File: config.mk
export PLATFORM = sky130hd
export DESIGN_NAME = shared_reg_arbiter
export DESIGN_NICKNAME = d
export VERILOG_FILES = /design/src/rtl/shared_reg_pkg.sv /design/src/rtl/rr_pick.sv /design/src/rtl/shared_reg_arbiter.sv
export SDC_FILE = /design/constraint.sdc
export NUM_CORES = 1
export LEC_CHECK = 0
export BUFFER_PORTS_ARGS = -buffer_cell sky130_fd_sc_hd__buf_2
export CAP_MARGIN = 40
export CORE_MARGIN = 5
export CORE_UTILIZATION = 35
export CTS_BUF_LIST = sky130_fd_sc_hd__clkbuf_4 sky130_fd_sc_hd__clkbuf_8
export CTS_CLUSTER_SIZE = 30
export DETAILED_ROUTE_END_ITERATION = 16
export GPL_TIMING_DRIVEN = 1
export PLACE_DENSITY_LB_ADDON = 0.12
export SLEW_MARGIN = 10
export SYNTH_ARGS = -nofsm -noshare
export SYNTH_HDL_FRONTEND = slang
export SYNTH_HIERARCHICAL = 1
export SYNTH_SLANG_ARGS = --single-unit
File: constraint.sdc
create_clock -name clk -period 1.4 [get_ports clk]
set_input_delay 0.21 -clock clk [delete_from_list [all_inputs] [get_ports clk]]
set_output_delay 0.21 -clock clk [all_outputs]
set_load 0.01 [all_outputs]
File: src/rtl/shared_reg_pkg.sv
// ============================================================================
//  Module   : shared_reg_pkg
//  Purpose  : Shared types and helpers for the shared-register write arbiter.
//             Holds the arbiter FSM state encoding and the requester-index
//             width helper.
//  Revision : 1.0  initial release
// ============================================================================
`default_nettype none

package shared_reg_pkg;

  typedef enum logic [1:0] {
    IDLE    = 2'd0,
    WRITE   = 2'd1,
    RELEASE = 2'd2
  } state_t;

  // Width of a requester index. N_REQ is at least 2, so $clog2 is >= 1.
  function automatic int idx_w(input int n);
    return $clog2(n);
  endfunction

endpackage

`default_nettype wire

File: src/rtl/rr_pick.sv
// ============================================================================
//  Module   : rr_pick
//  Purpose  : Combinational round-robin finder. Returns the first set bit of
//             req, searching upward from ptr+1 with wrap-around, so the index
//             held in ptr gets the lowest priority.
//  Ports    : req   in  N_REQ  request vector
//             ptr   in  IW     last-served index
//             sel   out IW     chosen index (0 when valid is low)
//             valid out 1      at least one request is set
//  Revision : 1.0  initial release
// ============================================================================
`default_nettype none

module rr_pick #(
  parameter int N_REQ = 4,
  parameter int IW    = 2
) (
  input  logic [N_REQ-1:0] req,
  input  logic [IW-1:0]    ptr,
  output logic [IW-1:0]    sel,
  output logic             valid
);

  // One extra bit so ptr+k (max 2*N_REQ-1) never overflows before wrapping.
  logic [IW:0] w_sum;

  always_comb begin
    sel   = '0;
    valid = 1'b0;
    w_sum = '0;
    // Offsets 1..N_REQ: offset N_REQ revisits ptr itself last, which is what
    // lets a lone persistent requester be granted again.
    for (int k = 1; k <= N_REQ; k++) begin
      w_sum = {1'b0, ptr} + (IW+1)'(k);
      if (w_sum >= (IW+1)'(N_REQ)) begin
        w_sum = w_sum - (IW+1)'(N_REQ);
      end
      if (!valid && req[w_sum[IW-1:0]]) begin
        valid = 1'b1;
        sel   = w_sum[IW-1:0];
      end
    end
  end

endmodule

`default_nettype wire

File: src/rtl/shared_reg_arbiter.sv
// ============================================================================
//  Module   : shared_reg_arbiter
//  Purpose  : Round-robin write arbiter in front of one shared WIDTH-bit
//             register. One write per three cycles at most:
//             IDLE (arbitrate) -> WRITE (load q, pulse gnt) -> RELEASE.
//  Ports    : clk    in  1            rising-edge clock
//             rst_n  in  1            asynchronous active-low reset
//             req    in  N_REQ        per-requester write request (level)
//             wdata  in  N_REQ*WIDTH  packed data, requester i at [i*WIDTH +: WIDTH]
//             gnt    out N_REQ        registered one-hot grant pulse
//             q      out WIDTH        stored value
//             nq     out WIDTH        complement of q
//             busy   out 1            FSM not in IDLE
//             q_par  out 1            parity of q (SHARED_REG_PARITY_EN only)
//  Config   : SHARED_REG_PARITY_EN adds the q_par output and its flop.
//  Revision : 1.0  initial release
// ============================================================================
`default_nettype none

module shared_reg_arbiter
  import shared_reg_pkg::*;
#(
  parameter int N_REQ = 4,
  parameter int WIDTH = 8
) (
  input  logic                   clk,
  input  logic                   rst_n,
  input  logic [N_REQ-1:0]       req,
  input  logic [N_REQ*WIDTH-1:0] wdata,
  output logic [N_REQ-1:0]       gnt,
  output logic [WIDTH-1:0]       q,
  output logic [WIDTH-1:0]       nq,
  output logic                   busy
`ifdef SHARED_REG_PARITY_EN
  ,
  output logic                   q_par
`endif
);

  localparam int c_iw = idx_w(N_REQ);

  state_t             r_state;
  state_t             w_state_nxt;
  logic [c_iw-1:0]    r_sel;
  logic [c_iw-1:0]    r_ptr;
  logic [WIDTH-1:0]   r_q;
  logic [N_REQ-1:0]   r_gnt;

  logic [c_iw-1:0]    w_pick;
  logic               w_pick_vld;
  logic               w_capture;
  logic               w_write;
  logic               w_req_sel;
  logic [WIDTH-1:0]   w_wsel;
  logic [N_REQ-1:0]   w_onehot;

  rr_pick #(
    .N_REQ (N_REQ),
    .IW    (c_iw)
  ) u_pick (
    .req   (req),
    .ptr   (r_ptr),
    .sel   (w_pick),
    .valid (w_pick_vld)
  );

  assign w_req_sel = req[r_sel];
  assign w_wsel    = wdata[int'(r_sel)*WIDTH +: WIDTH];
  assign w_onehot  = N_REQ'(1) << r_sel;

  // Next-state and control strobes.
  always_comb begin
    w_state_nxt = r_state;
    w_capture   = 1'b0;
    w_write     = 1'b0;
    case (r_state)
      IDLE: begin
        if (w_pick_vld) begin
          w_capture   = 1'b1;
          w_state_nxt = WRITE;
        end
      end
      WRITE: begin
        // A request withdrawn between sampling and writing is dropped
        // silently: no write, no grant, pointer untouched.
        if (w_req_sel) begin
          w_write     = 1'b1;
          w_state_nxt = RELEASE;
        end else begin
          w_state_nxt = IDLE;
        end
      end
      RELEASE: begin
        // req is ignored here so the winner has a cycle to drop it.
        w_state_nxt = IDLE;
      end
      default: begin
        w_state_nxt = IDLE;
      end
    endcase
  end

  always_ff @(posedge clk or negedge rst_n) begin
    if (!rst_n) begin
      r_state <= IDLE;
    end else begin
      r_state <= w_state_nxt;
    end
  end

  // Datapath: selected index, round-robin pointer, storage register, grant.
  always_ff @(posedge clk or negedge rst_n) begin
    if (!rst_n) begin
      r_sel <= '0;
      r_ptr <= c_iw'(N_REQ-1);
      r_q   <= '0;
      r_gnt <= '0;
    end else begin
      if (w_capture) begin
        r_sel <= w_pick;
      end
      if (w_write) begin
        r_q   <= w_wsel;
        r_ptr <= r_sel;
      end
      // Grant is a single-cycle pulse aligned with the new q.
      r_gnt <= w_write ? w_onehot : '0;
    end
  end

`ifdef SHARED_REG_PARITY_EN
  logic r_par;

  always_ff @(posedge clk or negedge rst_n) begin
    if (!rst_n) begin
      r_par <= 1'b0;
    end else if (w_write) begin
      r_par <= ^w_wsel;
    end
  end

  assign q_par = r_par;
`endif

  assign q    = r_q;
  assign nq   = ~r_q;
  assign gnt  = r_gnt;
  assign busy = (r_state != IDLE);

endmodule

`default_nettype wire

# [Word level (Yosys, flattened, before mapping)]
# Cells that the tools add are included.
[word_totals] regBits=18 latch_bits=0 ram_bits=0 rom_bits=0 in_bits=38 wordCells=65 memories=0
[classes] add_sub_neg=8 multipliers=0 n_div=0 magnitude_cmp=9 eq_ne=2 shifts=2 n_mux=30 bitwise_logic=1 reduce_logical=8
[ops] operator="$shiftx 32x6->8" count=1
[ops] operator="$mux 2" count=10
[ops] operator="$lt 2x3->1 const B" count=5
[ops] operator="$mux 1" count=13
[ops] operator="$ge 3x3->1 const B" count=4
[ops] operator="$bmux 1 s2" count=5
[ops] operator="$not 8->8" count=1
[ops] operator="$sub 2x1->2 const B" count=4
[ops] operator="$add 2x2->3 const B" count=2
[ops] operator="$mux 4" count=1
[ops] operator="$pmux 2 s2" count=1
[ops] operator="$shl 1x2->4 const A" count=1
[ops] operator="$add 2x1->3 const B" count=1
[ops] operator="$add 2x3->3 const B" count=1
[ops] operator="$logic_and 1x1->1" count=3
[ops] operator="$logic_not 1->1" count=3
[ops] operator="$eq 2x1->1 const B" count=1
[ops] operator="$logic_not 2->1" count=1
[ops] operator="$ne 2x1->1 const B" count=1
[ops] operator="$reduce_bool 2->1" count=1

# [Depth between registers and ports, before layout]
[logic_depth] word_depth=17 mapped_depth=5 ltp_nobuf=5

# [Modules after synthesis]
# Netlist, hierarchy kept.
[modules_own_cells] mod="shared_reg_arbiter" instances=1 cells_per_inst=64 area_per_inst_um2=919.6 seq_area_each_um2=452.9
[modules_own_cells] mod="rr_pick" instances=1 cells_per_inst=14 area_per_inst_um2=91.3 seq_area_each_um2=0.0

# [Worst setup path after synthesis]
# OpenSTA, ideal clock, no wires.
[synth_path] path_type="register to register" startpoint="register r_state[1]" endpoint="register r_q[0] (netlist: q[0])" setup_ps=125 arrival_time_ps=1414 required_ps=1275 path_slack_ps=-138 path_stages_with_launch=4 n_path_buf=0 synth_period_minus_slack_ps=1538 cell_sequence="dfrtp_1 or3b_1 o22ai_4 mux2_2"
[synth_between] elab_chain_cells=2
[synth_rtl] item="from (decl)" line_no="shared_reg_arbiter.sv:42" source="state_t r_state;"
[synth_rtl] item="from (signal assigned)" line_no="shared_reg_arbiter.sv:107" source="r_state <= w_state_nxt;"
[synth_rtl] item="$eq 2x1->1" line_no="shared_reg_arbiter.sv:76" source="case (r_state)"
[synth_rtl] item="$mux 1" line_no="shared_reg_arbiter.sv:76"
[synth_rtl] item="to (signal assigned)" line_no="shared_reg_arbiter.sv:123" source="r_q <= w_wsel;"
[synth_rtl] item="to (decl)" line_no="shared_reg_arbiter.sv:46" source="logic [WIDTH-1:0] r_q;"
# No other way between the ends.
# A chain may end at the register's enable or synchronous reset.

# [Final worst setup path]
[layout_path] startpoint="register r_state[1]" endpoint="output busy"
[layout_between] elab_chain_cells=1
[layout_rtl] item="$reduce_bool 2->1" line_no="shared_reg_arbiter.sv:148" source="assign busy = (r_state != IDLE);"
[layout_rtl] item="to (decl)" line_no="shared_reg_arbiter.sv:33" source="output logic busy"
# No other way between the ends.

==> results.py <==
metrics = {
    "cells_and_area": {
        "synthToLayoutAreaGrowth_pct": 46.2,
        "n_antenna_cell": 0,
        "num-nets-final": 187,
        "final_area_um2": 1480,
        "finalNonFillerCells": 178,
        "final_util_pct": 53.6,
        "drive_gt1_share_pct": 68.0,
    },
    "run_status": {
        "status": "finished with violations",
        "failed_checks": "negative setup slack",
    },
    "drt": {
        "drtPass1Iterations": 4,
        "vias": 865,
        "finalWirelength_um": 2490,
        "final_antenna_net_count": 0,
        "drc": 0,
        "wl_per_cell_um": 14.0,
        "viasPerCell": 4.86,
        "drt-initial-drc-count": 16,
    },
    "floorplanning": {
        "die_w_um": 63.7,
        "coreArea_um2": 2760,
        "die_h_um": 63.7,
        "pin_count": 59,
        "rows": 19,
        "initial_core_util_pct": 36.7,
        "die_area_um2": 4060,
    },
    "logic_synthesis": {
        "synth_ff_type": "dfrtp_1",
        "synth_compound_area_share_pct": 6.68,
        "netlist.area_leader.share_pct": 39.6,
        "synth_top_family_by_area": "multiplexers",
        "synth-seq-cells": 18,
        "synthArstFlopShare_pct": 100,
        "synth_warnings": 6,
        "synth-adder-area-share_pct": 0,
        "synthSimpleGateAreaFrac_pct": 9.03,
        "syn-instance-count": 78,
        "synth_enable_flop_cells": 0,
        "netlist-cell-type-count": 24,
        "mappedNetlistArea_um2": 1010,
        "yosysMostFrequentCell": "dfrtp_1",
        "ys_seq_area_share_pct": 44.8,
        "muxShareOfSynthArea_pct": 33.4,
        "synth_common_cells": "16 x dfrtp_1, 11 x inv_1, 11 x mux2_2, 8 x mux4_2, 6 x nor2_1",
        "synth_xor_area_share_pct": 0,
        "avgSynthCellArea_um2": 13.0,
        "synth_top_cell_by_area": "dfrtp_1",
        "synth_area_leaders": "dfrtp_1 40%, mux4_2 18%, mux2_2 12%, dfstp_2 5.2%, inv_1 4.1%",
        "synth.net_count": 116,
    },
    "worst_setup_path": {
        "cp-end-kind": "primary output",
        "r2r_setup_slack_ns": -0.20,
        "arrival_ns": 1.40,
        "worstSetupPathType": "flop to primary output",
        "required_ns": 1.19,
        "setup.worst_path.start_class": "flop",
        "critPathMaxFanout": 2,
    },
    "grt": {
        "grt_pass1_vias": 891,
        "grt.met1_usage_pct": 14.1,
        "grt_antenna_before_repair": 0,
        "grt_pass1_wl_um": 4000,
        "grt-busiest-layer": "met2",
        "grtUsageTotal_pct": 12.3,
        "grt_max_degree": 19,
        "use_met2_pct": 20.8,
        "grt_use_met3_pct": 4.20,
        "grt.overflow.total": 0,
    },
    "clocking": {
        "clk_path_buf_depth": 2,
        "htree_levels": 1,
        "cts.sinks": 18,
        "clk_pin_slew_ns": 0.10,
        "numCtsBuffers": 3,
        "clk_latency_ns": 0.29,
        "cts_tree": "built",
        "ctsRootBufferMaster": "clkbuf_4",
    },
    "sta": {
        "whs_ns": 0.353,
        "setup_viol": 12,
        "maxSlewViolCount": 0,
        "rsz0062_at_grt": "true",
        "tightest_slew_ns": 0.394,
        "hold_violations": 0,
        "fin_crit_ns": 1.61,
        "skew_ns": 0.00111,
        "relSlewSlack_pct": 73.7,
        "final.period_utilization_pct": 115,
        "fmax_ghz": 0.621,
        "fin_ws_ns": -0.211,
    },
    "placement": {
        "hpwl_um": 1990,
        "place.gp.congestion": 0.722,
        "place_area_um2": 1380,
        "dp.cells": 172,
        "io_buffers": 58,
    },
    "power_and_ir_drop": {
        "p_total_mw": 3.12,
        "total_leakage_power_nw": 0.764,
        "ir_drop_mv": 1.20,
        "p_per_area_nw_per_um2": 2110,
    },
    "job": {
        "cap_violations": 0,
    },
    "hold_path": {
        "hold_class": "primary input to flop",
    },
}
==> layer usage <==
metal	vias up	share of wire [%]
li1	415	-
met1	406	38
met2	40	52
met3	4	9.3
met4	0	1.2
met5	-	0
==> timing repair <==
action | in CTS | in global routing
hold buffers | 1 | 0
setup buffers | 1 | 1
resized for setup | 3 | 6
setup endpoints to repair | 12 | 13
endpoints found under the hold margin | 16 | 0
pin swaps | 1 | 1
==> worst max-delay path: stages, from the launching register on <==
cell and delay, ns:
dfrtp_1 0.39, buf_4 0.14, buf_6 0.10, or2_4 0.25
buf_6 0.12, buf_6 0.11
==> stage by stage <==
| step | setup slack [ns] | TNS, ns |
|---|---|---|
| 6_report | -0.211 | -1.98 |
| 5_1_grt | -0.262 | -2.65 |
| 4_1_cts | -0.199 | -1.85 |
| 3_5_place_dp | -0.241 | -2.28 |
| 3_3_place_gp | -0.200 | -1.89 |
| 2_1_floorplan | -0.119 | -1.03 |
==> layout by cell type, fill, tap and decap left out, types with 2 or more instances in the layout <==
cell / count
buf_6: 4
buf_4: 6
nand2b_1: 3
dfstp_2: 2
buf_2: 57
inv_1: 11
dfrtp_1: 16
mux2_2: 9
mux2i_1: 2
mux2_4: 2
nor2_1: 5
clkbuf_4: 3
a21oi_1: 2
nor3_1: 2
mux4_2: 8
==> layout make-up <==
cell class | count | area [µm²]
clock buffers | 3 | 22.5
fillers | 248 | 1280
repair buffers | 69 | 405
well taps | 31 | 38.8
multi-input cells | 46 | 517
flip-flops and latches | 18 | 453
inverters | 11 | 41.3
==> power breakdown <==
part / switching, mW / internal, mW / leakage, nW
registers: 0.178 / 0.775 / 0.219
logic: 0.790 / 1.11 / 0.531
clock network: 0.161 / 0.100 / 0.0138
total: 1.13 / 1.99 / 0.764
==> final timing paths <==
check                           cells past startpoint  endpoint        from
worst max-delay path                                5      busy  r_state[1]
worst min-delay path                                3      q[4]   wdata[20]
worst max register to register                      4      q[0]  r_state[1]
worst min register to register                      1      q[7]        q[7]
max in group asynchronous                           2  r_ptr[1]       rst_n
min in group asynchronous                           2    gnt[3]       rst_n
==> cell families after synthesis <==
| family | after synthesis |
|---|---|
| buf+inv | 14 |
| compound gates | 7 |
| mux | 22 |
| flops | 18 |
| simple gates | 17 |
==> flip-flops by register name (all words and copies together), names as in the netlist <==
register,flops
gnt,4
r_ptr,2
r_state,2
q,8
r_sel,2
Power figures use the tool's default switching activity.
